--- src/rtl/riscv_pkg.sv ---
// Shared definitions for the RV32I multicycle control path: opcodes,
// controller state encoding, ALU operation classes and ALU codes.
package riscv_pkg;

    // Datapath width; documentation only, no control port depends on it.
    localparam int XLEN       = 32;
    localparam int ALU_CTRL_W = 3;

    // Supported major opcodes (instr[6:0]).
    localparam logic [6:0] OP_LOAD   = 7'b0000011;
    localparam logic [6:0] OP_STORE  = 7'b0100011;
    localparam logic [6:0] OP_R      = 7'b0110011;
    localparam logic [6:0] OP_I      = 7'b0010011;
    localparam logic [6:0] OP_JAL    = 7'b1101111;
    localparam logic [6:0] OP_BRANCH = 7'b1100011;

    // Controller states; encodings 11..15 are unused and recover to FETCH.
    typedef enum logic [3:0] {
        S_FETCH    = 4'd0,
        S_DECODE   = 4'd1,
        S_MEMADR   = 4'd2,
        S_MEMREAD  = 4'd3,
        S_MEMWB    = 4'd4,
        S_MEMWRITE = 4'd5,
        S_EXECR    = 4'd6,
        S_EXECI    = 4'd7,
        S_ALUWB    = 4'd8,
        S_JAL      = 4'd9,
        S_BEQ      = 4'd10
    } ctrl_state_t;

    // Operation class handed from the FSM to the ALU decoder.
    typedef enum logic [1:0] {
        AOP_ADD   = 2'b00,
        AOP_SUB   = 2'b01,
        AOP_FUNCT = 2'b10
    } alu_op_t;

    // ALU operation codes, shared with the ALU itself.
    localparam logic [2:0] ALU_ADD = 3'b000;
    localparam logic [2:0] ALU_SUB = 3'b001;
    localparam logic [2:0] ALU_AND = 3'b010;
    localparam logic [2:0] ALU_OR  = 3'b011;
    localparam logic [2:0] ALU_SLT = 3'b101;

endpackage

--- src/rtl/multicycle_ctrl_alu_dec.sv ---
// ALU decoder: maps the FSM's operation class plus funct fields to the
// 3-bit ALU code. Purely combinational.
module alu_dec
    import riscv_pkg::*;
(
    input  logic [1:0] aluop,
    input  logic [2:0] funct3,
    input  logic       funct7b5,
    input  logic       op5,
    output logic [2:0] alu_ctrl,
    output logic       bad_funct
);

    // Select the ALU code; only register-register SUB uses funct7b5, addi never does.
    always_comb begin
        alu_ctrl  = ALU_ADD;
        bad_funct = 1'b0;
        case (aluop)
            AOP_ADD: begin
                alu_ctrl = ALU_ADD;
            end
            AOP_SUB: begin
                alu_ctrl = ALU_SUB;
            end
            AOP_FUNCT: begin
                case (funct3)
                    3'b000: begin
                        if (op5 && funct7b5) begin
                            alu_ctrl = ALU_SUB;
                        end else begin
                            alu_ctrl = ALU_ADD;
                        end
                    end
                    3'b010: alu_ctrl = ALU_SLT;
                    3'b110: alu_ctrl = ALU_OR;
                    3'b111: alu_ctrl = ALU_AND;
                    default: begin
                        alu_ctrl  = ALU_ADD;
                        bad_funct = 1'b1;
                    end
                endcase
            end
            default: begin
                alu_ctrl = ALU_ADD;
            end
        endcase
    end

endmodule

--- src/rtl/multicycle_ctrl.sv ---
// Multicycle RV32I-subset control unit: sequences fetch/decode/execute/
// memory/writeback, drives datapath selects and enables, and produces the
// ALU operation code. Outputs are decoded from state (BEQ pc_write also
// uses z); while rst is high the selects show FETCH values and every
// enable is held low.
module multicycle_ctrl
    import riscv_pkg::*;
(
    input  logic                  clk,
    input  logic                  rst,
    input  logic [6:0]            op,
    input  logic [2:0]            funct3,
    input  logic                  funct7b5,
    input  logic                  z,
    output logic                  pc_write,
    output logic                  adr_src,
    output logic                  mem_write,
    output logic                  ir_write,
    output logic [1:0]            result_src,
    output logic [1:0]            alu_src_a,
    output logic [1:0]            alu_src_b,
    output logic [1:0]            imm_src,
    output logic                  reg_write,
    output logic [ALU_CTRL_W-1:0] alu_ctrl,
    output logic                  illegal
);

    ctrl_state_t state_r;
    ctrl_state_t next_s;
    ctrl_state_t dec_state_s;
    alu_op_t     aluop_s;
    logic        pc_write_s;
    logic        mem_write_s;
    logic        ir_write_s;
    logic        reg_write_s;
    logic        illegal_s;
    logic        bad_funct_s;

    // State register with synchronous reset back to FETCH.
    always_ff @(posedge clk) begin
        if (rst) begin
            state_r <= S_FETCH;
        end else begin
            state_r <= next_s;
        end
    end

    // Next-state sequencing; unused encodings fall back to FETCH.
    always_comb begin
        next_s = S_FETCH;
        case (state_r)
            S_FETCH: next_s = S_DECODE;
            S_DECODE: begin
                case (op)
                    OP_LOAD, OP_STORE: next_s = S_MEMADR;
                    OP_R:              next_s = S_EXECR;
                    OP_I:              next_s = S_EXECI;
                    OP_JAL:            next_s = S_JAL;
                    OP_BRANCH:         next_s = S_BEQ;
                    default:           next_s = S_FETCH;
                endcase
            end
            S_MEMADR: begin
                if (op == OP_LOAD) begin
                    next_s = S_MEMREAD;
                end else begin
                    next_s = S_MEMWRITE;
                end
            end
            S_MEMREAD:  next_s = S_MEMWB;
            S_MEMWB:    next_s = S_FETCH;
            S_MEMWRITE: next_s = S_FETCH;
            S_EXECR:    next_s = S_ALUWB;
            S_EXECI:    next_s = S_ALUWB;
            S_ALUWB:    next_s = S_FETCH;
            S_JAL:      next_s = S_ALUWB;
            S_BEQ:      next_s = S_FETCH;
            default:    next_s = S_FETCH;
        endcase
    end

    // Output decode; during reset the selects are taken from FETCH.
    always_comb begin
        dec_state_s = rst ? S_FETCH : state_r;
        pc_write_s  = 1'b0;
        adr_src     = 1'b0;
        mem_write_s = 1'b0;
        ir_write_s  = 1'b0;
        result_src  = 2'b00;
        alu_src_a   = 2'b00;
        alu_src_b   = 2'b00;
        imm_src     = 2'b00;
        reg_write_s = 1'b0;
        aluop_s     = AOP_ADD;
        illegal_s   = 1'b0;
        case (dec_state_s)
            S_FETCH: begin
                ir_write_s = 1'b1;
                alu_src_b  = 2'b10;
                result_src = 2'b10;
                pc_write_s = 1'b1;
            end
            S_DECODE: begin
                alu_src_a = 2'b01;
                alu_src_b = 2'b01;
                imm_src   = 2'b10;
                case (op)
                    OP_LOAD, OP_STORE, OP_R, OP_I, OP_JAL, OP_BRANCH: illegal_s = 1'b0;
                    default:                                          illegal_s = 1'b1;
                endcase
            end
            S_MEMADR: begin
                alu_src_a = 2'b10;
                alu_src_b = 2'b01;
                if (op == OP_LOAD) begin
                    imm_src = 2'b00;
                end else begin
                    imm_src = 2'b01;
                end
            end
            S_MEMREAD: begin
                adr_src = 1'b1;
            end
            S_MEMWB: begin
                result_src  = 2'b01;
                reg_write_s = 1'b1;
            end
            S_MEMWRITE: begin
                adr_src     = 1'b1;
                mem_write_s = 1'b1;
            end
            S_EXECR: begin
                alu_src_a = 2'b10;
                aluop_s   = AOP_FUNCT;
                illegal_s = bad_funct_s;
            end
            S_EXECI: begin
                alu_src_a = 2'b10;
                alu_src_b = 2'b01;
                aluop_s   = AOP_FUNCT;
                illegal_s = bad_funct_s;
            end
            S_ALUWB: begin
                reg_write_s = 1'b1;
            end
            S_JAL: begin
                alu_src_a  = 2'b01;
                alu_src_b  = 2'b10;
                pc_write_s = 1'b1;
            end
            S_BEQ: begin
                alu_src_a = 2'b10;
                aluop_s   = AOP_SUB;
                case (funct3)
                    3'b000:  pc_write_s = z;
                    3'b001:  pc_write_s = ~z;
                    default: illegal_s  = 1'b1;
                endcase
            end
            default: begin
                illegal_s = 1'b0;
            end
        endcase
    end

    alu_dec u_alu_dec (
        .aluop     (aluop_s),
        .funct3    (funct3),
        .funct7b5  (funct7b5),
        .op5       (op[5]),
        .alu_ctrl  (alu_ctrl),
        .bad_funct (bad_funct_s)
    );

    assign pc_write  = pc_write_s  & ~rst;
    assign mem_write = mem_write_s & ~rst;
    assign ir_write  = ir_write_s  & ~rst;
    assign reg_write = reg_write_s & ~rst;
    assign illegal   = illegal_s   & ~rst;

endmodule

--- config.mk ---
export PLATFORM = sky130hd
export DESIGN_NAME = multicycle_ctrl
export DESIGN_NICKNAME = d
export VERILOG_FILES = /design/src/rtl/riscv_pkg.sv /design/src/rtl/multicycle_ctrl_alu_dec.sv /design/src/rtl/multicycle_ctrl.sv
export SDC_FILE = /design/constraint.sdc
export NUM_CORES = 1
export LEC_CHECK = 0
export ABC_AREA = 0
export BUFFER_PORTS_ARGS = -buffer_cell sky130_fd_sc_hd__buf_4
export CAP_MARGIN = 20
export CORE_MARGIN = 2
export CORE_UTILIZATION = 48
export CTS_CLUSTER_DIAMETER = 150
export CTS_CLUSTER_SIZE = 20
export DETAILED_ROUTE_END_ITERATION = 16
export HOLD_SLACK_MARGIN = 0.12
export PLACE_DENSITY = 0.83
export SYNTH_ARGS = -nofsm -noshare
export SYNTH_HDL_FRONTEND = slang
export SYNTH_SLANG_ARGS = --single-unit
--- constraint.sdc ---
create_clock -name clk -period 2.92 [get_ports clk]
set_input_delay 0.292 -clock clk [delete_from_list [all_inputs] [get_ports clk]]
set_output_delay 0.292 -clock clk [all_outputs]
set_load 0.05 [all_outputs]
==> results of run 1 <==
## path summary, 6_finish.rpt
kind / depth (start not counted) / endpoint / slack (ns)
worst max-delay path: 6 / illegal / 0.46
worst min-delay path: 2 / state_r[3] / 0.30
worst max register to register: 4 / state_r[2] / 1.49
worst min register to register: 2 / state_r[3] / 0.68
## per-stage QoR
stage | worst slack (ns) | cell area (um^2) | std cells | total power, uW
floorplan | 0.113 | 626 | 89 | 110
global placement | 0.814 | 831 | 128 | 144
detailed placement | 0.770 | 831 | 128 | 144
CTS | 0.484 | 853 | 131 | 214
global route | 0.291 | 853 | 131 | 224
finish | 0.463 | 853 | 131 | 212
## kinds of logic (layout without fill, tap and decap cells)
group | after synthesis | count (layout) | synth area share [%]
simple gates | 50 | 50 | 47.5
compound gates | 18 | 18 | 19.0
fa+ha+maj | 3 | 3 | 6.01
buf+inv | 10 | 38 | 9.02
flops | 4 | 4 | 12.8
xor+xnor | 4 | 4 | 5.61
## power by group through the flow
stage,combinational [uW],sequential (uW),clock [uW]
finish,84.0,60.5,67.3
global route,89.6,60.6,74.0
CTS,83.5,60.2,69.8
detailed placement,83.3,61.1,0
global placement,82.5,61.1,0
floorplan,52.4,57.7,0
## cell usage in the layout, fill, tap and decap left out, types with 2 or more instances in the layout
master,n
nor3b_1,2
nand2b_1,4
nand2_1,6
ha_1,3
buf_4,30
nor2b_1,2
xnor2_1,2
nor2_1,12
nand3_1,2
a21oi_1,5
xor2_1,2
o21ai_0,3
a31oi_1,2
nor3_1,8
clkbuf_4,3
inv_1,5
dfxtp_1,4
nand4_1,3
## worst register-to-register path, cell delays in order (launching register included)
cell,delay (ns)
dfxtp_1,0.62
inv_1,0.21
a41oi_1,0.24
nor2_1,0.06
nor3_1,0.21
## area by class of cell
type | instances | area (um^2) | area share (%)
multi-input combinational | 75 | 489 | 57.3
tap | 14 | 17.5 | 2.05
sequential | 4 | 80.1 | 9.38
clock buffer | 3 | 22.5 | 2.64
inverter | 5 | 18.8 | 2.20
timing repair buffer | 30 | 225 | 26.4
## routing by layer
metal,track usage [%],routed length (um)
met1,30.6,752
met2,43.5,877
met3,2.22,123
met4,10.3,0
met5,0,0
==> results.md, run 1 <==
- Syn Nets: 106
- CP Capture Type: output pin
- Biggest register: state_r
- Slew Viols, Final: 0
- Synth Instances: 89
- Leakage: 0.000364 uW
- Critical path buffers and inverters: 1
- Critical path cell sequence: nand3_1 > ha_1 > nand3_1 > a21oi_1 > o32a_1 > buf_4
- Port bufs: 30
- Top-area cell type share of the netlist area: 12.8%
- Max-cap check violation count: 0
- Drc violations: 0
- Clock buffer depth: 2
- Mean Syn Cell Area: 7.02 um^2
- Most common cell in the netlist: nor2_1
- Sequential area share after synthesis: 12.8%
- Core ar.: 1160 um^2
- Power Dens Cells: 248 nW/um^2
- Clock skew: 0.00468 ns
- Pre-Repair DR Iteration Count: 4
- Hpwl dp: 1360 um
- Sequential power share: 28.6%
- Hold_sp: rst
- Routed WL: 1750 um
- Period utilization: 84.2%
- Max FFs per register: 4
- Ys async rst share: 0%
- FP Rows: 12
- Hold WC Path Type: input pin to register
- Pin count of the biggest net entering global routing: 16
- # Post-CTS Setup Buffers: 0
- Register bit count reported by yosys: 4
- EDFF count, synth: 0
- Cell Int Power: 134 uW
- I/O Pins: 31
- TNS Setup: 0 ns
- Clock slew at reported path FFs: 0.04 ns
- Net switching power: 77.8 uW
- Count of cell types in the netlist: 37
- Post_cts resized: 0
- Startpoint types: register
- CP peak stage delay: 0.62 ns
- CP arrival: 2.17 ns
- Wire per inst: 13.4 um
- Wire length of the first global-routing pass: 2760 um
- Clk pwr share: 31.8%
- CTS tree: done
- Initial antenna violation count: 0
- Endpoints failing hold: 0
- Slew @ Worst Pin: 0.492 ns
- Yosys Warn Count: 0
- RSZ-0062 raised after global routing: no
- Remaining antenna violation count: 0
- Status: completed
- Fmax achieved: 0.407 GHz
- Crit path time final: 2.46 ns
- Most common cell on crit path: nand3_1
- Vias in the first global route: 686
- Grt total ovfl: 0
- Synth area leaders: dfxtp_1 (13%), nor2_1 (7.2%), nor3_1 (6.4%), ha_1 (6.0%), a21oi_1 (4.0%)
- CP max stage cell: dfxtp_1
- Final Setup Violations: 0
- Via count: 772
- Initial DRC count: 22
- N_diodes: 0
- Combinational power share: 39.7%
- NumNets Final: 136
- Slew margin rel.: 67.1%
- Worst Path Max Fanout: 15
- Starting Density: 54.0%
- Worst Path Required: 2.63 ns
- Hold Slack: 0.304 ns
- Cell area after synthesis: 624 um^2
- Die W: 40.1 um
- Peak supply drop: 123 uV
- Fin util: 73.8%
- Critical Path Start: state_r[1]
- Post-DR vias/cell: 5.89
- CTS Sinks: 4
- Worst r2r src: state_r[1]
- Critical path class: register to output pin
- Top_reg_cell synth: dfxtp_1
- Htree depth: 1
- Share of post-route cells with drive strength above 1: 32.5%
- Total die area: 1610 um^2
- CTS Hold Buffers Added: 0
- Switching Fraction: 36.7%
- Insertion delay to the later sink of the worst-skew pair: 0.23 ns
- Final Wtd Congestion: 0.913
- Largest regs: state_r (4)
- # fillers: 100
- Die Span Y: 40.1 um
- Number of CTS-inserted buffers: 3
- Total track usage: 24.9%
- Yosys top cell by area: dfxtp_1
- Commonest cells post-synth: nor2_1 (12), nor3_1 (8), nand2_1 (6)
- Delay-heaviest family, CP: flip-flops
- CTS root buffer: clkbuf_4
- Area delta synth->final: 36.7%
Power figures use the tool's default switching activity.
==> run 2, diff against run 1 <==
Settings changed: CORE_UTILIZATION 48 to 44, PLACE_DENSITY 0.83 to 0.77.
Clock period 2.92 ns to 2.42 ns, I/O delays scaled along.
==> run 2 against run 1 <==
Effect of this change: non-clock buffer count increased by 3; critical path depth up 1; first-iteration DRC count decreased by 27%; highest routed layer unchanged.
==> results.md, run 2 (synthesis gave the netlist of run 1 again) <==
- Drc violations: 0 (unchanged)
- Routed WL: 1690 um (-3.8%)
- Hold WC Path Type: input pin to register
- Slew Viols, Final: 0 (unchanged)
- Clock slew at reported path FFs: 0.04 ns (about the same)
- Final Worst Setup Slack: 0.167 ns (-0.296 ns)
- Max FFs per register: 4 (unchanged)
- CTS Sinks: 4 (unchanged)
- Starting Density: 47.4% (-6.6 points)
- Dpl ws: 0.329 ns (-0.440 ns)
- # fillers: 124 (+24%)
- Vias in the first global route: 676 (-1.5%)
- Insertion delay to the later sink of the worst-skew pair: 0.24 ns (about the same)
- Most common cell after layout, fill and taps aside: buf_4
- Slew margin rel.: 73.8% (+6.6 points)
- Final Wtd Congestion: 0.810 (-11%)
- Pre-Repair DR Iteration Count: 4 (unchanged)
- Area delta synth->final: 41.5%
- Total track usage: 20.1% (-4.7 points)
- Core ar.: 1320 um^2 (+14%)
- NumNets Final: 139 (+2.2%)
- FP Rows: 13 (+1)
- Critical Path Start: state_r[3]
- Slew @ Worst Pin: 0.390 ns (-0.102 ns)
- Final Setup Violations: 0 (unchanged)
- FF-to-FF setup slack: 1.27 ns (-0.22 ns)
- Share of post-route cells with drive strength above 1: 35.8% (+3.4 points)
- Pin count of the biggest net entering global routing: 13 (-3)
- Worst Path Required: 2.18 ns (-0.45 ns)
- Remaining antenna violation count: 0 (unchanged)
- CTS Hold Buffers Added: 0 (unchanged)
- Critical path class: register to output pin
- Hpwl dp: 1330 um (-2.1%)
- Clock buffer depth: 2 (unchanged)
- RSZ-0062 raised after global routing: no
- Period utilization: 93.1%
- Clock skew: 0.000514 ns (-0.00417 ns)
- Largest regs: state_r (4)
- Peak supply drop: 182 uV (+49%)
- Via count: 740 (-4.1%)
- Grt total ovfl: 0 (unchanged)
- Power Dens Cells: 303 nW/um^2 (+22%)
- Worst Path Max Fanout: 10 (-5)
- Most frequent cells in the layout: buf_4 (33), nor2_1 (12), nor3_1 (8), nand2_1 (6)
- Die W: 41.7 um (+4.0%)
- TNS Setup: 0 ns (unchanged)
- Total die area: 1740 um^2 (+8.2%)
- I/O Pins: 31 (unchanged)
- Hold path cells: 2 (unchanged)
- Wire per inst: 12.5 um (-6.6%)
- Crit path time final: 2.25 ns
- CP Capture Type: output pin
- Number of CTS-inserted buffers: 3 (unchanged)
- Wire length of the first global-routing pass: 2850 um (+3.2%)
- Worst flop-to-flop path endpoint: state_r[2]
- Post-DR vias/cell: 5.48 (-7.0%)
- Port bufs: 30 (unchanged)
- Leakage: 0.000381 uW (+4.8%)
- Status: completed
- Biggest register: state_r
- CP arrival: 2.01 ns (-0.16 ns)
- Worst r2r src: state_r[1]
- Startpoint types: register
- Max-cap check violation count: 0 (unchanged)
- Fmax achieved: 0.444 GHz
- Initial antenna violation count: 0 (unchanged)
- # Post-CTS Setup Buffers: 0 (unchanged)
- Critical path endpoint: illegal
- CTS root buffer: clkbuf_4
- Endpoints failing hold: 0 (unchanged)
- CTS tree: done
- Initial DRC count: 16 (-27%)
- Htree depth: 1 (unchanged)
- Die Span Y: 41.7 um (+4.0%)
- R2R depth: 5 (+1)
- N_diodes: 0 (unchanged)
[run 2: final cells by class]
cell class / instances / area (um^2) / share of cell area, %
clock buffer: 3 / 22.5 / 2.55
inverter: 5 / 18.8 / 2.12
multi-input combinational: 75 / 494 / 55.9
sequential: 4 / 81.3 / 9.21
tap: 15 / 18.8 / 2.12
timing repair buffer: 33 / 248 / 28.0
[run 2: critical path, cell delays in order (launching register included)]
cell and delay (ns):
dfxtp_2 0.41, nor2b_1 0.18, nand3_1 0.18, ha_1 0.29
nand3_1 0.09, a21oi_1 0.07, o32a_1 0.34, buf_4 0.19
[run 2: how the worst min path moves through the flow]
stage / from / end / slack, ns
after global routing: rst / state_r[3] / 0.25
after detailed placement: rst / state_r[3] / 0.50
after floorplan: op[4] / state_r[0] / 0.39
after global placement: rst / state_r[3] / 0.50
after CTS: rst / state_r[3] / 0.24
final: rst / state_r[3] / 0.24
[run 2: what timing repair did]
action                                  CTS  global route
endpoints found under the setup margin    0             1
resized for setup                         0             1
hold endpoints to repair                  0             0
[run 2: routing by layer]
layer	global-route usage [%]	wire length, um	vias to the layer above
met4	5.81	0	0
met2	34.4	814	28
met5	0	0	-
met3	3.91	106	0
li1	-	-	388
met1	25.4	766	324
[run 2: per-stage QoR]
stage | std cells | power [uW] | utilization [%] | cell area [um^2] | hold WS [ns]
floorplan | 89 | 134 | - | 631 | 0.391
global placement | 132 | 177 | 65.2 | 860 | 0.501
detailed placement | 132 | 177 | 65.2 | 860 | 0.500
CTS | 135 | 269 | 67.0 | 882 | 0.241
global route | 135 | 280 | 67.0 | 883 | 0.247
finish | 135 | 268 | 67.0 | 883 | 0.239
[run 2: report_power, final]
part           total, uW  switching (uW)  internal (uW)
Combinational        108            66.8           40.7
Sequential          68.7           0.984           67.7
Clock               91.5            35.5           56.0
==> run 3, diff against run 2 <==
Settings changed: CORE_MARGIN 2 to 8, REMOVE_ABC_BUFFERS set to 1, SKIP_CTS_REPAIR_TIMING set to 1.
==> run 3 against run 2 <==
Effect of this change: global-route usage down 6.3 points; final cell count unchanged; critical path depth unchanged; combinational power about the same; maximum frequency up 1.3%; hold slack better by 0.013 ns; register-to-register slack worse by 0.04 ns; largest power group unchanged.
==> results.md, run 3 (synthesis gave the netlist of run 1 again) <==
- CTS Sinks: 4 (unchanged)
- Slew Viols, Final: 0 (unchanged)
- Post-DR vias/cell: 5.55 (+1.2%)
- CP peak stage delay: 0.41 ns (about the same)
- Most frequent cells in the layout: buf_4 (33), nor2_1 (12), nor3_1 (8), nand2_1 (6)
- Remaining antenna violation count: 0 (unchanged)
- Critical path cell sequence: nor2b_1 > nand3_1 > ha_2 > nand3_1 > a21oi_1 > o32a_1 > buf_4
- CTS root buffer: clkbuf_4
- Share of post-route cells with drive strength above 1: 35.8% (unchanged)
- Placed Area: 853 um^2 (-0.73%)
- Clock slew at reported path FFs: 0.04 ns (about the same)
- Critical path class: register to output pin
- CTS tree: done
- Hold Slack: 0.252 ns (+0.0133 ns)
- Fin util: 66.8% (-0.28 points)
- Port bufs: 30 (unchanged)
- Crit path time final: 2.23 ns (-0.0281 ns)
- Slew @ Worst Pin: 0.440 ns (+0.0495 ns)
- Die W: 53.7 um (+29%)
- Cell Int Power: 163 uW (-0.64%)
- Most common cell after layout, fill and taps aside: buf_4
- NumNets Final: 139 (unchanged)
- Starting Density: 47.4% (unchanged)
- # fillers: 126 (+1.6%)
- Routed WL: 1870 um (+11%)
- Max-cap check violation count: 0 (unchanged)
- Status: completed
- Die Span Y: 53.7 um (+29%)
- Slew margin rel.: 69.9% (-3.9 points)
- Power Dens Cells: 294 nW/um^2 (-2.9%)
- Biggest register: state_r
- Peak supply drop: 158 uV (-13%)
- Final Setup Violations: 0 (unchanged)
- Leakage: 0.000379 uW (-0.56%)
- Area of the multi-input gates: 490 um^2 (-0.76%)
- Fmax achieved: 0.449 GHz (+1.3%)
- Area delta synth->final: 40.9%
- Max FFs per register: 4 (unchanged)
- Number of CTS-inserted buffers: 3 (unchanged)
- I/O Pins: 31 (unchanged)
- Wire per inst: 13.8 um (+11%)
- Final Wtd Congestion: 0.817 (+0.79%)
- Switching Fraction: 36.9% (-1.7 points)
- Grt total ovfl: 0 (unchanged)
- Final std cells w/o fill: 135 (unchanged)
- RSZ-0062 raised after global routing: no
- Worst Path Required: 2.18 ns (about the same)
- Dpl cells: 132 (unchanged)
- Clk pwr share: 32.1% (-2.1 points)
- Initial antenna violation count: 0 (unchanged)
- Initial DRC count: 17 (+1)
- Htree depth: 1 (unchanged)
- Wire length of the first global-routing pass: 3130 um (+9.9%)
- Startpoint types: register
- Pin count of the biggest net entering global routing: 13 (unchanged)
- CP max stage cell: dfxtp_2
- Clock buffer depth: 2 (unchanged)
- Clock skew: 0.000482 ns (-0.0000319 ns)
- WL met1: 812 um (+6.0%)
- Drc violations: 0 (unchanged)
- Total die area: 2880 um^2 (+66%)
- Power Total: 259 uW (-3.3%)
- Hpwl dp: 1550 um (+16%)
- DR WL met2: 943 um (+16%)
- Hold WC Path Type: input pin to register
- Combinational power share: 41.2% (+1.0 points)
- N_diodes: 0 (unchanged)
- Total track usage: 13.8% (-6.3 points)
- Sequential power share: 26.7% (+1.0 points)
- Top Metal Used: met3
- Worst Path Max Fanout: 10 (unchanged)
- Vias in the first global route: 732 (+8.3%)
- Via count: 749 (+1.2%)
- Endpoints failing hold: 0 (unchanged)
- WL met3: 111 um (+4.7%)
- Largest regs: state_r (4)
- Core ar.: 1320 um^2 (unchanged)
- Most common cell on crit path: nand3_1
- CP arrival: 1.98 ns (-0.03 ns)
- FP Rows: 13 (unchanged)
- Period utilization: 91.9% (-1.2 points)
- Insertion delay to the later sink of the worst-skew pair: 0.23 ns (about the same)
- CP Capture Type: output pin
- Pre-Repair DR Iteration Count: 4 (unchanged)
- Net switching power: 95.6 uW (-7.5%)
- Design area: 880 um^2 (-0.42%)
- Register cell area after layout: 81.3 um^2 (unchanged)
## run 3: worst max-delay path: cells and delay by family, from the launching register on
kind / cells / cell delay, ns
AND/OR/NAND/NOR: 3 / 0.47
adder cells (fa/ha/maj): 1 / 0.27
flip-flops: 1 / 0.41
buffers and inverters: 1 / 0.19
AO/OA/AOI/OAI: 2 / 0.42
## run 3: stage by stage
step                      TNS (ns)  setup WS [ns]
after floorplan              -1.09          -1.09
after detailed placement         0          0.335
final                            0          0.195
after global placement           0          0.410
after CTS                        0         0.0611
after global routing             0         0.0452
## run 3: layout make-up
cell class | instances | area share (%)
multi-input combinational | 75 | 55.8
timing repair buffer | 33 | 28.2
sequential | 4 | 9.25
clock buffer | 3 | 2.56
inverter | 5 | 2.13
tap | 15 | 2.13
## run 3: power by group through the flow
stage | sequential, uW | combinational (uW) | clock, uW
finish | 69.1 | 107 | 83.2
global route | 69.2 | 114 | 93.8
CTS | 69.2 | 107 | 84.6
detailed placement | 70.1 | 107 | 0
global placement | 70.4 | 105 | 0
floorplan | 72.3 | 56.7 | 0
## run 3: layer usage
layer	GRT usage [%]	up-vias
met1	16.1	341
met3	4.68	0
met2	23.4	22
met4	3.78	0
li1	-	386
met5	0	-
## run 3: path summary, 6_finish.rpt
| path | start | end | slack (ns) | cells past startpoint |
|---|---|---|---|---|
| setup / recovery | state_r[3] | illegal | 0.19 | 7 |
| hold / removal | rst | state_r[3] | 0.25 | 2 |
| setup reg to reg | state_r[2] | state_r[2] | 1.23 | 3 |
| hold reg to reg | state_r[3] | state_r[3] | 0.65 | 2 |
